$ cat src/rtl/regfile_pkg.sv
// Shared types and helpers for the multi-port register file.
// The FSM state encoding and an elaboration-time log2 live here.
package regfile_pkg;

    typedef enum logic {
        ST_INIT = 1'b0,
        ST_RUN  = 1'b1
    } state_e;

    // Ceiling log2 for tools that lack $clog2; returns 0 for values 0 and 1.
    function automatic int unsigned clog2(input int unsigned value);
        int unsigned result;
        result = 0;
        for (int unsigned i = 0; i < 32; i++) begin
            if ((64'd1 << i) < 64'(value)) begin
                result = i + 1;
            end
        end
        return result;
    endfunction

endpackage

$ cat src/rtl/regfile_rdmux.sv
// One read port of the register file: register-0 squash plus the
// write-through bypass, with port 1 taking priority over port 0.
module regfile_rdmux
    import regfile_pkg::*;
#(
    parameter int unsigned DW       = 32,
    parameter int unsigned AW       = 5,
    parameter int unsigned ZERO_REG = 1
) (
    input  logic          run_i,
    input  logic [AW-1:0] raddr_i,
    input  logic          we0_i,
    input  logic [AW-1:0] waddr0_i,
    input  logic [DW-1:0] wdata0_i,
    input  logic          we1_i,
    input  logic [AW-1:0] waddr1_i,
    input  logic [DW-1:0] wdata1_i,
    input  logic [DW-1:0] stored_i,
    output logic [DW-1:0] rdata_o
);

    always_comb begin
        rdata_o = '0;
        if (!run_i) begin
            rdata_o = '0;
        end else if ((ZERO_REG != 0) && (raddr_i == '0)) begin
            rdata_o = '0;
        end else if (we1_i && (waddr1_i == raddr_i)) begin
            rdata_o = wdata1_i;
        end else if (we0_i && (waddr0_i == raddr_i)) begin
            rdata_o = wdata0_i;
        end else begin
            rdata_o = stored_i;
        end
    end

endmodule

$ cat src/rtl/regfile_mp.sv
// Multi-port register file: NUM_RD bypassed read ports, two write ports,
// and a post-reset clear sweep so storage needs no parallel reset.
module regfile_mp
    import regfile_pkg::*;
#(
    parameter int unsigned DW       = 32,
    parameter int unsigned DEPTH    = 32,
    parameter int unsigned AW       = clog2(DEPTH),
    parameter int unsigned NUM_RD   = 2,
    parameter int unsigned ZERO_REG = 1
) (
    input  logic                 clk,
    input  logic                 rst,
    input  logic                 we0,
    input  logic [AW-1:0]        waddr0,
    input  logic [DW-1:0]        wdata0,
    input  logic                 we1,
    input  logic [AW-1:0]        waddr1,
    input  logic [DW-1:0]        wdata1,
    input  logic [NUM_RD*AW-1:0] raddr,
    output logic [NUM_RD*DW-1:0] rdata,
    output logic                 ready,
    output logic                 wr_collide
);

    state_e        state_q;
    logic [AW-1:0] clr_ptr_q;
    logic          ready_q;
    logic          wr_collide_q;
    logic          wr_collide_d;
    logic          wr0_live;
    logic          wr1_live;
    logic          run;
    logic [DW-1:0] mem_q [DEPTH];

    assign run = (state_q == ST_RUN);

    // A write to register 0 is dropped entirely when it is hardwired to zero.
    assign wr0_live     = we0 && !((ZERO_REG != 0) && (waddr0 == '0));
    assign wr1_live     = we1 && !((ZERO_REG != 0) && (waddr1 == '0));
    assign wr_collide_d = wr0_live && wr1_live && (waddr0 == waddr1);

    always_ff @(posedge clk) begin
        if (rst) begin
            state_q      <= ST_INIT;
            clr_ptr_q    <= '0;
            ready_q      <= 1'b0;
            wr_collide_q <= 1'b0;
        end else begin
            case (state_q)
                ST_INIT: begin
                    clr_ptr_q    <= clr_ptr_q + 1'b1;
                    wr_collide_q <= 1'b0;
                    if (clr_ptr_q == AW'(DEPTH - 1)) begin
                        state_q <= ST_RUN;
                        ready_q <= 1'b1;
                    end
                end
                ST_RUN: begin
                    wr_collide_q <= wr_collide_d;
                end
                default: begin
                    state_q <= ST_INIT;
                    ready_q <= 1'b0;
                end
            endcase
        end
    end

    // Storage has no reset; the INIT sweep clears one entry per cycle instead.
    always_ff @(posedge clk) begin
        if (state_q == ST_INIT) begin
            mem_q[clr_ptr_q] <= '0;
        end else if (!rst) begin
            if (wr0_live && !wr_collide_d) begin
                mem_q[waddr0] <= wdata0;
            end
            if (wr1_live) begin
                mem_q[waddr1] <= wdata1;
            end
        end
    end

    for (genvar k = 0; k < NUM_RD; k++) begin : g_rd
        logic [AW-1:0] ra;
        logic [DW-1:0] stored;

        assign ra     = raddr[k*AW +: AW];
        assign stored = mem_q[ra];

        regfile_rdmux #(
            .DW       (DW),
            .AW       (AW),
            .ZERO_REG (ZERO_REG)
        ) u_rdmux (
            .run_i    (run),
            .raddr_i  (ra),
            .we0_i    (we0),
            .waddr0_i (waddr0),
            .wdata0_i (wdata0),
            .we1_i    (we1),
            .waddr1_i (waddr1),
            .wdata1_i (wdata1),
            .stored_i (stored),
            .rdata_o  (rdata[k*DW +: DW])
        );
    end

    assign ready      = ready_q;
    assign wr_collide = wr_collide_q;

endmodule
$ cat config.mk
export PLATFORM = sky130hd
export DESIGN_NAME = regfile_mp
export DESIGN_NICKNAME = d
export VERILOG_FILES = /design/src/rtl/regfile_pkg.sv /design/src/rtl/regfile_rdmux.sv /design/src/rtl/regfile_mp.sv
export SDC_FILE = /design/constraint.sdc
export NUM_CORES = 2
export LEC_CHECK = 0
export BUFFER_PORTS_ARGS = -buffer_cell sky130_fd_sc_hd__clkbuf_2
export CAP_MARGIN = 25
export CORE_UTILIZATION = 55
export DETAILED_ROUTE_END_ITERATION = 16
export GPL_ROUTABILITY_DRIVEN = 0
export HOLD_SLACK_MARGIN = 0.05
export PLACE_DENSITY = 0.8
export SYNTH_ARGS = -nofsm -noshare
export SYNTH_HDL_FRONTEND = slang
export SYNTH_HIERARCHICAL = 1
export SYNTH_SLANG_ARGS = --single-unit
$ cat constraint.sdc
create_clock -name clk -period 12.8 [get_ports clk]
set_input_delay 1.28 -clock clk [delete_from_list [all_inputs] [get_ports clk]]
set_output_delay 1.28 -clock clk [all_outputs]
set_load 0.005 [all_outputs]
==> flow_metrics.py <==
metrics = {
    "run_status": {
        "status": "finished clean",
    },
    "synth": {
        "post_synthesis_area_per_instance_sq_um": 12.5,
        "synth-seq-area-share": 0.507,
        "post_synthesis_sequential_element_count": 1032,
        "synth.lib_cells_used.distinct": 50,
        "synthesis.instances": 4880,
        "synth-async-reset-ratio": 0,
        "mappedNetlistNets": 4970,
        "synth_enable_flop_cells": 1024,
        "syn-cell-area_sq_um": 60900,
        "yosys_synthesis_warning_count": 6,
        "yosys_most_used_dff": "sky130_fd_sc_hd__edfxtp_1",
    },
    "route": {
        "detail_route.first_pass.iterations": 9,
        "detail_route.wirelength_um": 223000,
        "drc": 0,
        "dr.max_layer_used": "met5",
        "initialDrtViolationCount": 9665,
        "count_of_vias_placed_by_the_detailed_router": 47800,
        "postRouteAntennaNets": 0,
        "routedWlPerCell_um": 36.0,
        "detail_route.wirelength.met1_um": 63100,
        "met3RoutedLength_um": 43900,
        "viasPerCell": 7.70,
        "routed-wl-met2_um": 95000,
    },
    "timing": {
        "rsz_0062_raised_after_global_routing": "false",
        "maxSlewViolCount": 0,
        "finalHoldViolCount": 0,
        "minimum_clock_period_after_layout_ps": 6710,
        "maxClockFrequency_mhz": 149,
        "clock-skew-final_ps": 36.4,
        "setup-violations-final": 0,
        "timing.max_slew.rel_slack": 0.151,
        "worst-slew-pin-transition_ps": 1270,
        "final.period_utilization": 0.524,
        "setup_total_negative_slack_ps": 0,
    },
    "power": {
        "vdd.ir_drop.worst_uv": 113,
        "cellPowerDensity_nw_per_um2": 115,
        "p_leak_nw": 18.6,
        "overall_power_consumption_w": 0.00761,
    },
    "setup_path": {
        "cp_slowest_cell": "sky130_fd_sc_hd__buf_4",
        "maximum_cell_stage_delay_along_the_critical_path_ps": 810,
        "critical_path.endpoint_type": "primary output",
        "critPathArrivalTime_ps": 5430,
        "crit_path_max_fanout": 58,
        "critPathLaunchType": "primary input",
        "crit_path_cell_trace": "buf_8 > buf_4 > buf_4 > mux4_2 > mux4_2 > mux2_2 > o21ai_0 > a31oi_2 > clkbuf_2",
        "setup.worst_path.class": "primary input to primary output",
        "crit_required_ps": 11520,
    },
    "clock_tree": {
        "tritoncts_buffer_count": 107,
        "cts_tree": "built",
        "h-tree-depth": 3,
        "postCtsSetupBuffers": 0,
        "cts_root_buf": "sky130_fd_sc_hd__clkbuf_16",
        "clkSlewWorstSetupHoldPaths_ps": 60,
        "cts_hold_repair.buffers": 0,
        "worst_skew_pair.late_latency_ps": 740,
        "cts.repair.resized": 0,
        "cts-root-to-sink-buffers": 3,
        "cts_sinks": 1032,
    },
    "floorplanning": {
        "number_of_placed_i_o_pins": 154,
        "initial_utilization": 0.558,
        "design.die.area_sq_um": 112000,
        "die_w_um": 335,
        "die_height_um": 335,
        "core_region_area_sq_um": 109000,
        "fp-row-count": 121,
    },
    "global_route": {
        "grt_antenna_before_repair": 18,
        "grt_max_degree": 95,
        "gr-usage-all-layers": 0.399,
        "grt_first_pass_wirelength_um": 317000,
        "overflow": 0,
        "grt_pass1_vias": 47100,
    },
    "finish": {
        "area.growth.synth_to_final_pct": 8.68,
        "post_route_cells_drive_above_1_share": 0.268,
        "postLayoutCoreUtil": 0.606,
        "final_net_count": 4719,
    },
    "worst_hold_path": {
        "hp-class": "flip-flop to flip-flop",
    },
    "placement": {
        "place.detailed.hpwl_um": 119000,
        "buffer_ports.inserted": 153,
    },
    "run": {
        "maxCapViolCount": 0,
    },
}
[final cells by class]
type                    count  area (sq um)
multi-input cells        3184         27900
clock inverters            67           742
inverters                  35           131
repair buffers            269          1900
diodes                     13          32.5
clock buffers             127          2770
well taps                1476          1850
flip-flops and latches   1032         30900
fillers                  7867         43100
[metrics by stage]
step,hold slack (ps),instances,worst slack [ps],instance area (sq um)
floorplan,460,4880,7550,60900
global placement,506,5982,6110,62400
detailed placement,520,5987,6080,62500
CTS,533,6181,6080,66000
global route,555,6192,5840,66200
finish,536,6203,6090,66200
[cell usage in the layout (no fill, tap or decap), types with 4 or more instances in the layout]
| master | netlist | layout |
|---|---|---|
| sky130_fd_sc_hd__o21bai_4 | 0 | 12 |
| sky130_fd_sc_hd__nor4_2 | 0 | 8 |
| sky130_fd_sc_hd__nand3_1 | 5 | 5 |
| sky130_fd_sc_hd__diode_2 | 0 | 13 |
| sky130_fd_sc_hd__xnor2_1 | 23 | 23 |
| sky130_fd_sc_hd__o21ai_0 | 1063 | 1056 |
| sky130_fd_sc_hd__clkinv_1 | 0 | 27 |
| sky130_fd_sc_hd__o21ai_4 | 0 | 7 |
| sky130_fd_sc_hd__buf_12 | 0 | 6 |
| sky130_fd_sc_hd__nand2_2 | 0 | 4 |
| sky130_fd_sc_hd__nand2_1 | 1035 | 1031 |
| sky130_fd_sc_hd__clkbuf_16 | 0 | 108 |
| sky130_fd_sc_hd__clkbuf_1 | 489 | 19 |
| sky130_fd_sc_hd__clkbuf_2 | 1 | 142 |
| sky130_fd_sc_hd__a31oi_2 | 61 | 62 |
| sky130_fd_sc_hd__inv_1 | 35 | 35 |
| sky130_fd_sc_hd__o31ai_1 | 64 | 64 |
| sky130_fd_sc_hd__or2_2 | 2 | 4 |
| sky130_fd_sc_hd__buf_8 | 0 | 8 |
| sky130_fd_sc_hd__and3_1 | 6 | 6 |
| sky130_fd_sc_hd__mux2_2 | 64 | 64 |
| sky130_fd_sc_hd__nor2_4 | 0 | 12 |
| sky130_fd_sc_hd__bufinv_16 | 0 | 14 |
| sky130_fd_sc_hd__o22ai_4 | 0 | 12 |
| sky130_fd_sc_hd__buf_4 | 8 | 103 |
| sky130_fd_sc_hd__nor3_2 | 0 | 10 |
| sky130_fd_sc_hd__buf_16 | 0 | 5 |
| sky130_fd_sc_hd__nand2b_1 | 8 | 8 |
| sky130_fd_sc_hd__nor2_1 | 31 | 19 |
| sky130_fd_sc_hd__nor2b_1 | 7 | 7 |
| sky130_fd_sc_hd__a22oi_1 | 6 | 6 |
| sky130_fd_sc_hd__mux4_2 | 640 | 640 |
| sky130_fd_sc_hd__a31oi_1 | 13 | 11 |
| sky130_fd_sc_hd__dfxtp_1 | 8 | 8 |
| sky130_fd_sc_hd__edfxtp_1 | 1024 | 1024 |
| sky130_fd_sc_hd__clkinv_2 | 0 | 18 |
| sky130_fd_sc_hd__nand4_1 | 69 | 69 |
[layer usage]
metal  global-route usage  up-vias
li1                     -    18300
met1                0.467    22700
met2                0.572     5308
met3                0.177     1443
met4                0.314       12
met5               0.0152        -
[final timing paths]
check,slack (ps),start,cells after the start,end
min,540,ready$_SDFFE_PP0P_,2,ready$_SDFFE_PP0P_
max reg2reg,8160,run$_SDFF_PP0_,6,mem_q[20][17]$_DFFE_PP_
max,6090,raddr[5],9,rdata[53]
min reg2reg,540,ready$_SDFFE_PP0P_,2,ready$_SDFFE_PP0P_
[registers in the layout (all words and copies together) (netlist names)]
signal,count
wr_collide,1
mem_q,1024
ready,1
run,1
clr_ptr_q,5
[logic make-up after synthesis]
| family | synth area share |
|---|---|
| flip-flops | 0.507 |
| AO/OA/AOI/OAI | 0.114 |
| buffers and inverters | 0.0454 |
| AND/OR/NAND/NOR | 0.0799 |
| XOR/XNOR | 0.00413 |
| adder cells (fa/ha/maj) | 0.000411 |
| multiplexers | 0.249 |
[report_power, final]
group / total [W] / internal, W / switching (W) / leakage (nW)
clock network: 0.00321 / 0.00183 / 0.00139 / 1.72
registers: 0.00372 / 0.00371 / 0.0000185 / 8.13
logic: 0.000672 / 0.000249 / 0.000422 / 8.75
total: 0.00761 / 0.00578 / 0.00183 / 18.6
[worst max-delay path, delay by kind of cell]
family / cells / cell delay (ps)
buf+inv: 4 / 2270
mux: 3 / 1400
compound gates: 2 / 380
[cell usage after synthesis (all sizes together), types with 8 or more instances]
| master | number | area [sq um] |
|---|---|---|
| edfxtp | 1024 | 30700 |
| nor4 | 9 | 56.3 |
| dfxtp | 8 | 160 |
| xnor2 | 25 | 234 |
| mux4 | 640 | 14400 |
| mux2 | 64 | 721 |
| nand2b | 8 | 50.1 |
| o21ai | 1065 | 5330 |
| o31ai | 64 | 480 |
| a31oi | 74 | 845 |
| o21bai | 12 | 90.1 |
| inv | 35 | 131 |
| buf | 139 | 792 |
| nand2 | 1035 | 3880 |
| nor3 | 13 | 65.1 |
| nor2 | 31 | 116 |
| o22ai | 12 | 75.1 |
| clkbuf | 490 | 1840 |
| nand4 | 69 | 432 |
(Power assumes the default switching activity.)
